`src/rtl/rf_read_port_arbiter.sv`:
```
// rf_read_port_arbiter
// Shares one register-file read path (32:1 mux tree) among NREQ requesters.
// Round-robin arbitration with valid/ready handshakes on request and response.
// Reads of register 0 always return zero.
// Optional build macro RF_ARB_PRIO0_EN: requester 0 gets fixed highest
// priority and the remaining requesters rotate among themselves.

module rf_read_port_arbiter #(
    parameter int NREQ = 4,
    parameter int DW   = 32,
    parameter int AW   = 5
) (
    input  logic                 clk,
    input  logic                 rst_n,
    input  logic [NREQ-1:0]      req_valid,
    input  logic [NREQ*AW-1:0]   req_addr,
    output logic [NREQ-1:0]      req_ready,
    output logic [AW-1:0]        mux_sel,
    input  logic [DW-1:0]        mux_data,
    output logic [NREQ-1:0]      rsp_valid,
    output logic [DW-1:0]        rsp_data,
    input  logic [NREQ-1:0]      rsp_ready,
    output logic                 busy
);

    localparam int IW = (NREQ > 1) ? $clog2(NREQ) : 1;

    typedef enum logic [1:0] {
        IDLE  = 2'd0,
        ISSUE = 2'd1,
        RESP  = 2'd2
    } state_t;

    state_t          state_q, state_d;
    logic [IW-1:0]   rr_ptr_q, rr_ptr_d;
    logic [IW-1:0]   gnt_q, gnt_d;
    logic [AW-1:0]   mux_sel_q, mux_sel_d;
    logic [DW-1:0]   rsp_data_q, rsp_data_d;

    logic            accept_en;
    logic            win_found;
    logic [IW-1:0]   win_idx;
    logic            accept;

    // New requests may be taken when idle, or when the current response is being consumed
    always_comb begin
        accept_en = 1'b0;
        if (rst_n) begin
            if (state_q == IDLE) begin
                accept_en = 1'b1;
            end else if (state_q == RESP && rsp_ready[gnt_q]) begin
                accept_en = 1'b1;
            end
        end
    end

    // Pick the winner: first valid requester at or after rr_ptr, wrapping modulo NREQ
    always_comb begin : winner_search
        int idx;
        idx       = 0;
        win_found = 1'b0;
        win_idx   = '0;
`ifdef RF_ARB_PRIO0_EN
        if (req_valid[0]) begin
            win_found = 1'b1;
            win_idx   = '0;
        end else begin
            for (int k = 0; k < NREQ; k++) begin
                idx = int'(rr_ptr_q) + k;
                if (idx >= NREQ) begin
                    idx = idx - NREQ;
                end
                if (!win_found && idx != 0 && req_valid[IW'(idx)]) begin
                    win_found = 1'b1;
                    win_idx   = IW'(idx);
                end
            end
        end
`else
        for (int k = 0; k < NREQ; k++) begin
            idx = int'(rr_ptr_q) + k;
            if (idx >= NREQ) begin
                idx = idx - NREQ;
            end
            if (!win_found && req_valid[IW'(idx)]) begin
                win_found = 1'b1;
                win_idx   = IW'(idx);
            end
        end
`endif
    end

    assign accept = accept_en && win_found;

    // One-hot request ready for the winner in an accepting cycle
    always_comb begin
        req_ready = '0;
        if (accept) begin
            req_ready[win_idx] = 1'b1;
        end
    end

    // Next-state logic for the transaction sequence and the datapath registers
    always_comb begin
        state_d    = state_q;
        rr_ptr_d   = rr_ptr_q;
        gnt_d      = gnt_q;
        mux_sel_d  = mux_sel_q;
        rsp_data_d = rsp_data_q;

        case (state_q)
            IDLE: begin
                state_d = IDLE;
            end
            ISSUE: begin
                rsp_data_d = (mux_sel_q == '0) ? '0 : mux_data;
                state_d    = RESP;
            end
            RESP: begin
                if (rsp_ready[gnt_q]) begin
                    state_d = IDLE;
                end
            end
            default: begin
                state_d = IDLE;
            end
        endcase

        if (accept) begin
            state_d   = ISSUE;
            gnt_d     = win_idx;
            mux_sel_d = req_addr[int'(win_idx)*AW +: AW];
`ifdef RF_ARB_PRIO0_EN
            if (win_idx != '0) begin
                rr_ptr_d = (win_idx == IW'(NREQ - 1)) ? '0 : win_idx + IW'(1);
            end
`else
            rr_ptr_d = (win_idx == IW'(NREQ - 1)) ? '0 : win_idx + IW'(1);
`endif
        end
    end

    // State and datapath registers; reset drops any in-flight read
    always_ff @(posedge clk or negedge rst_n) begin
        if (!rst_n) begin
            state_q    <= IDLE;
            rr_ptr_q   <= '0;
            gnt_q      <= '0;
            mux_sel_q  <= '0;
            rsp_data_q <= '0;
        end else begin
            state_q    <= state_d;
            rr_ptr_q   <= rr_ptr_d;
            gnt_q      <= gnt_d;
            mux_sel_q  <= mux_sel_d;
            rsp_data_q <= rsp_data_d;
        end
    end

    // Response valid is held for the granted requester until it is consumed
    always_comb begin
        rsp_valid = '0;
        if (state_q == RESP) begin
            rsp_valid[gnt_q] = 1'b1;
        end
    end

    assign mux_sel  = mux_sel_q;
    assign rsp_data = rsp_data_q;
    assign busy     = (state_q != IDLE);

endmodule

```
`config.mk`:
```
export PLATFORM = sky130hd
export DESIGN_NAME = rf_read_port_arbiter
export DESIGN_NICKNAME = d
export VERILOG_FILES = /design/src/rtl/rf_read_port_arbiter.sv
export SDC_FILE = /design/constraint.sdc
export NUM_CORES = 1
export LEC_CHECK = 0
export ABC_AREA = 0
export CAP_MARGIN = 40
export CORE_AREA = 10 10 86 88
export CTS_CLUSTER_SIZE = 12
export DETAILED_ROUTE_END_ITERATION = 12
export DIE_AREA = 0 0 96 98
export PLACE_DENSITY = 0.75
export RECOVER_POWER = 100
export REMOVE_ABC_BUFFERS = 1
export SETUP_SLACK_MARGIN = 0.02
export SLEW_MARGIN = 20
export SYNTH_ARGS = -nofsm -noshare
export SYNTH_HDL_FRONTEND = slang
export SYNTH_SLANG_ARGS = --single-unit
```
`constraint.sdc`:
```
create_clock -name clk -period 2.65 [get_ports clk]
set_clock_uncertainty 0.15 [all_clocks]
set_input_delay 0.795 -clock clk [delete_from_list [all_inputs] [get_ports clk]]
set_output_delay 0.795 -clock clk [all_outputs]
set_load 0.01 [all_outputs]
```
After elaboration in Yosys (flattened, before gate mapping). Cells that the tools add are included.

Shift operators: 1. Add/sub/neg operators: 8. Div/mod/pow operators: 0. Muxes and demuxes: 40. Reductions and logical operators: 13. Order comparisons: 12. Equal/unequal tests: 4. Bitwise gates (word level): 0. Multipliers: 1.

Operators with widths (count): 32-bit two-way mux (1); 2-bit two-way mux (11); 20-bit by 6-bit indexed part select with 5-bit output (1); 1-bit two-way mux (18); 2-bit by 4-bit less-than comparator with 1-bit output, second input constant (4); 1-bit binary-select mux with 2-bit select (5); 3-bit >= comparator, second input constant (3); 4-bit two-way mux (2); 2-bit by 1-bit subtractor with 2-bit output, second input constant (4); 1-bit logical AND (7); 2-bit by 2-bit adder with 3-bit output, second input constant (2); 2-bit by 3-bit less-than comparator with 1-bit output, second input constant (2); 5-bit logical NOT (1); 2-bit by 3-bit multiplier with 5-bit output, second input constant (1); 1-bit demux with 2-bit select (2); 2-bit == test, second input constant (2); 2-bit by 1-bit >= comparator with 1-bit output, second input constant (2); 2-bit one-hot mux with 2 select lines (1); 2-bit by 1-bit adder with 3-bit output, second input constant (1); 2-bit by 3-bit >= comparator with 1-bit output, second input constant (1); 1-bit logical NOT (3); 3-bit by 2-bit inequality test with 1-bit output, second input constant (1); 2-bit by 1-bit adder with 2-bit output, second input constant (1); 2-bit by 1-bit == test with 1-bit output, second input constant (1); 2 further kinds (2).

Flip-flop bits (word level): 43. Latch bits: 0. Bits of input ports: 62. Bits in read-only memories: 0. Memories: 0. Memory bits (writable): 0. Word-level logic and storage cells: 84.

Logic depth before layout (Yosys ltp).
Depth in word-level cells: 20. Depth in mapped cells: 6. Depth with buffers taken out: 6.

Least setup slack after synthesis. No wires, ideal clock.

Path type: input -> output. Start point: input req_valid[0]. End point: output req_ready[3]. Arrival: 1817 ps. Path slack: -112 ps. Buffers on the path: 1. Stages: 5. Cells stage by stage: a21oi_1 > a2bb2oi_2 > buf_2 > ha_1 > and2_2.

Cells in the longest elaborated chain, start to end: 18.

RTL lines: start, declared (line 15) `input logic [NREQ-1:0] req_valid,`; 1-bit binary-select mux with 2-bit select (line 85) `if (!win_found && req_valid[IW'(idx)]) begin`; 1-bit two-way mux (not written as such) (2 in a row) (line 85); 1-bit two-way mux (line 85); 1-bit logical NOT (line 85); 1-bit logical AND (line 85); 1-bit two-way mux (line 85); 1-bit logical NOT (line 85); 1-bit logical AND (line 85); 1-bit two-way mux (line 85); 1-bit logical NOT (line 85); 1-bit logical AND (line 85); 2-bit two-way mux (line 85); 2-bit by 3-bit less-than comparator with 1-bit output (not written as such) or 2-bit by 1-bit >= comparator with 1-bit output (tied branches) (line 99) `req_ready[win_idx] = 1'b1;`; 1-bit logical AND (not written as such) (line 99); 1-bit two-way mux (not written as such) (line 99); 1-bit demux with 2-bit select (line 99); 4-bit two-way mux * (line 98) `if (accept) begin`; end, declared (line 17) `output logic [NREQ-1:0] req_ready,`.

Every way passes the cells marked *; elsewhere a longest branch is shown, timed or not. The select of a mux whose other input is x is not followed.

Worst setup path in the final report.
Start point: input rsp_ready[3]. End point: output req_ready[3].

Cells in the longest elaborated chain, start to end: 8.

RTL lines: start, declared (line 22) `input logic [NREQ-1:0] rsp_ready,`; 1-bit binary-select mux with 2-bit select (line 51) `end else if (state_q == RESP && rsp_ready[gnt_q]) begin`; 1-bit two-way mux (not written as such) (line 51); 1-bit logical AND (line 51); 1-bit two-way mux (line 51); 1-bit two-way mux (line 49) `if (state_q == IDLE) begin`; 1-bit two-way mux (line 48) `if (rst_n) begin`; 1-bit logical AND (line 93) `assign accept = accept_en && win_found;`; 4-bit two-way mux (line 98).

Every way passes these cells. The select of a mux whose other input is x is not followed.

==> results_dict.tcl <==
set metrics [dict create \
    cts_tree "built" \
    synthesis.area_um2 1880 \
    hold_depth 1 \
    hp-start "rsp_data[31]" \
    drtIter0Drc 48 \
    status "complete, but fails checks" \
    hold_path_class "register to register" \
    dp.final_hpwl_um 4680 \
    regArea_um2 1080 \
    cpMostUsedCell "buf_6" \
    drc 0 \
    wirelength_um 5890 \
    yosysTopAreaCellShare_pct 57.4 \
    hold_buffers 0 \
    maxCapViolCount 0 \
    synth_commonest_cells "dfrtp_1, a22o_1, mux2i_1" \
    multi_input_area_um2 768 \
    synth_top_family_by_area "compound AO/OA/AOI/OAI gates" \
    synth_edf_count 0 \
    synth_warnings 0 \
    ios 108 \
    relSlewSlack_pct 31.0 \
    setup.worst_path.class "primary input to output pin" \
    grt_max_degree 44 \
    fmax_ghz 0.349 \
    numCtsBuffers 5 \
    yosysSeqAreaShare_pct 57.4 \
    synth-seq-cells 43 \
    grt_pass1_vias 1766 \
    synth.avg_cell_area_um2 12.9 \
    synthXorXnorAreaFrac_pct 0 \
    diodes 0 \
    p_total_w 0.00344 \
    gr-total-overflow 0 \
    synthMuxAreaShare_pct 7.87 \
    finalSetupViolations 4 \
    synth_most_common_cell "dfrtp_1" \
    p_per_area_nw_per_um2 1060 \
    synth_ff_type "dfrtp_1" \
    async_reset_ff_share_pct 100 \
    crit_arrival_ps 1920 \
    reg2reg_depth 7 \
    clock_latency_ps 290 \
    synth-simple-area-share_pct 10.2 \
    fin_ws_ps -217 \
    fp.coreArea_um2 5750 \
    cts.htree.levels 2 \
    dieArea_um2 9410 \
    area_delta_synth_final_pct 73.3 \
    cp_max_fo 4 \
    initial_core_util_pct 32.6 \
    reg2reg_from "gnt_q[0]" \
    min_period_ps 2870 \
    antenna_found_initial 0 \
    yosysTopAreaCell "dfrtp_1" \
    cts.clk_slew.worst_paths_ps 80 \
    synthTopCellsByArea "dfrtp_1, a22o_1, mux2i_1, o221ai_1, nand2_1" \
    fin_cells 347 \
    die_h_um 98 \
    timing.final.hold_violations 0 \
    dr.pass1.iters 4 \
    wl_per_cell_um 17.0 \
    synth_compound_area_share_pct 21.1 \
    cp-end-kind "output pin" \
    p_leak_nw 1.47 \
    synth_cell_types 30 \
    final_nets 334 \
    crit_chain "buf_6 -> mux4_2 -> nand2b_4 -> nand3_4 -> inv_6 -> and2_4 -> buf_6" \
    die_x_um 96 \
    cp-start-kind "primary input" \
    dp.cells 335 \
    report.final.slew_viol_count 0 \
    synth_cells 145 \
    grt_pass1_wl_um 9320 \
    fillers 515 \
    cp_slowest_stage_delay_ps 480 \
    required_ps 1710 \
    fin_crit_sh_pct 108 \
    rows 28 \
    ant_nets 0 \
    io_buffer_count 107 \
    via_per_inst 4.79 \
    grt_usage_pct 12.4 \
    whs_ps 357 \
    timing.rr.end "rr_ptr_q[1]" \
    min_to "rsp_data[31]" \
    cts-root-buf "clkbuf_8" \
    reg2reg_slack_ps 660 \
    cts_sinks 43 \
    via_count 1661 \
    rsz0062_at_grt "yes" \
    violations "negative setup slack" \
    cp_slowest_cell "mux4_2" \
    synth_fa_ha_area_share_pct 0.667 \
    drive_gt1_share_pct 20.2 \
    gp_congestion 0.732 \
    peakVddDrop_v 0.000413 \
    clk_path_buf_depth 2 \
    worstMarginPinSlew_ps 1040 \
]
## sequential cells by signal, indices dropped and copies added (netlist names)
signal    flops
rr_ptr_q      2
mux_sel       5
gnt_q         2
rsp_data     32
state_q       2
## report_power, final
part,leakage (nW),switching (W),total (W),internal (W)
clock,0.0618,0.000221,0.000531,0.000310
sequential,0.538,0.000183,0.00114,0.000955
combinational,0.873,0.000720,0.00177,0.00105
## cell families after synthesis
group                    after synthesis
AO/OA/AOI/OAI                         47
adder cells (fa/ha/maj)                1
buffers and inverters                 11
flip-flops                            43
multiplexers                          13
AND/OR/NAND/NOR                       30
## layout make-up
| type | count | area share [%] |
|---|---|---|
| Clock buffer | 6 | 2.54 |
| Clock inverter | 2 | 1.19 |
| Inverter | 3 | 0.500 |
| Multi-Input combinational cell | 91 | 23.6 |
| Sequential cell | 43 | 33.1 |
| Tap cell | 75 | 2.89 |
| Timing Repair Buffer | 127 | 36.1 |
## layer usage
| layer | vias up | global-route usage [%] | share of wire, % |
|---|---|---|---|
| li1 | 801 | - | - |
| met2 | 64 | 20.8 | 50 |
| met1 | 789 | 14.6 | 40 |
| met5 | - | 0 | 0 |
| met4 | 0 | 3.63 | 1.5 |
| met3 | 7 | 4.13 | 7.7 |
## critical path, delay by kind of cell
family | cells | cell delay (ps)
buffers and inverters | 3 | 250
muxes | 1 | 480
and+or+nand+nor | 3 | 400
## placed cells by master (no fill, tap or decap), types with 2 or more instances in the layout
master           count
a21oi_1              2
a21oi_2              2
a22o_1              32
buf_2                8
buf_4               18
buf_6                4
clkbuf_2             2
clkbuf_8             6
clkdlybuf4s50_1     91
dfrtp_1             43
dlygate4sd2_1        2
inv_1                2
inv_6                2
mux2i_1             11
nand2_1              9
nand2b_1             3
nor2_1               5
nor3_1               2
nor3b_1              2
o21ai_0              3
o221ai_1             5
## per-stage QoR
step / setup slack (ps) / util, % / setup TNS [ps] / instance area, um2
final: -217 / 56.6 / -807 / 3250
after global placement: -960 / 54.4 / -3660 / 3120
after detailed placement: -975 / 54.4 / -3780 / 3120
after global routing: -259 / 56.6 / -997 / 3250
after CTS: -231 / 56.2 / -844 / 3230
after floorplan: -209 / - / -5320 / 1840
## timing repair
action / in CTS / in global routing
endpoints found under the setup margin: 6 / 5
pin swaps: 5 / 3
resized for setup: 48 / 5
setup buffers: 3 / 1
## how the worst max path moves through the flow
stage / from / to / slack, ps / cells after the start
detailed placement: rsp_ready[3] / req_ready[3] / -970 / 7
global route: rsp_ready[3] / req_ready[2] / -260 / 8
floorplan: req_valid[0] / req_ready[3] / -210 / 5
global placement: rsp_ready[2] / req_ready[3] / -960 / 7
finish: rsp_ready[3] / req_ready[3] / -220 / 7
CTS: rsp_ready[3] / req_ready[2] / -230 / 8
No activity file was read; power rests on OpenSTA's default activity.
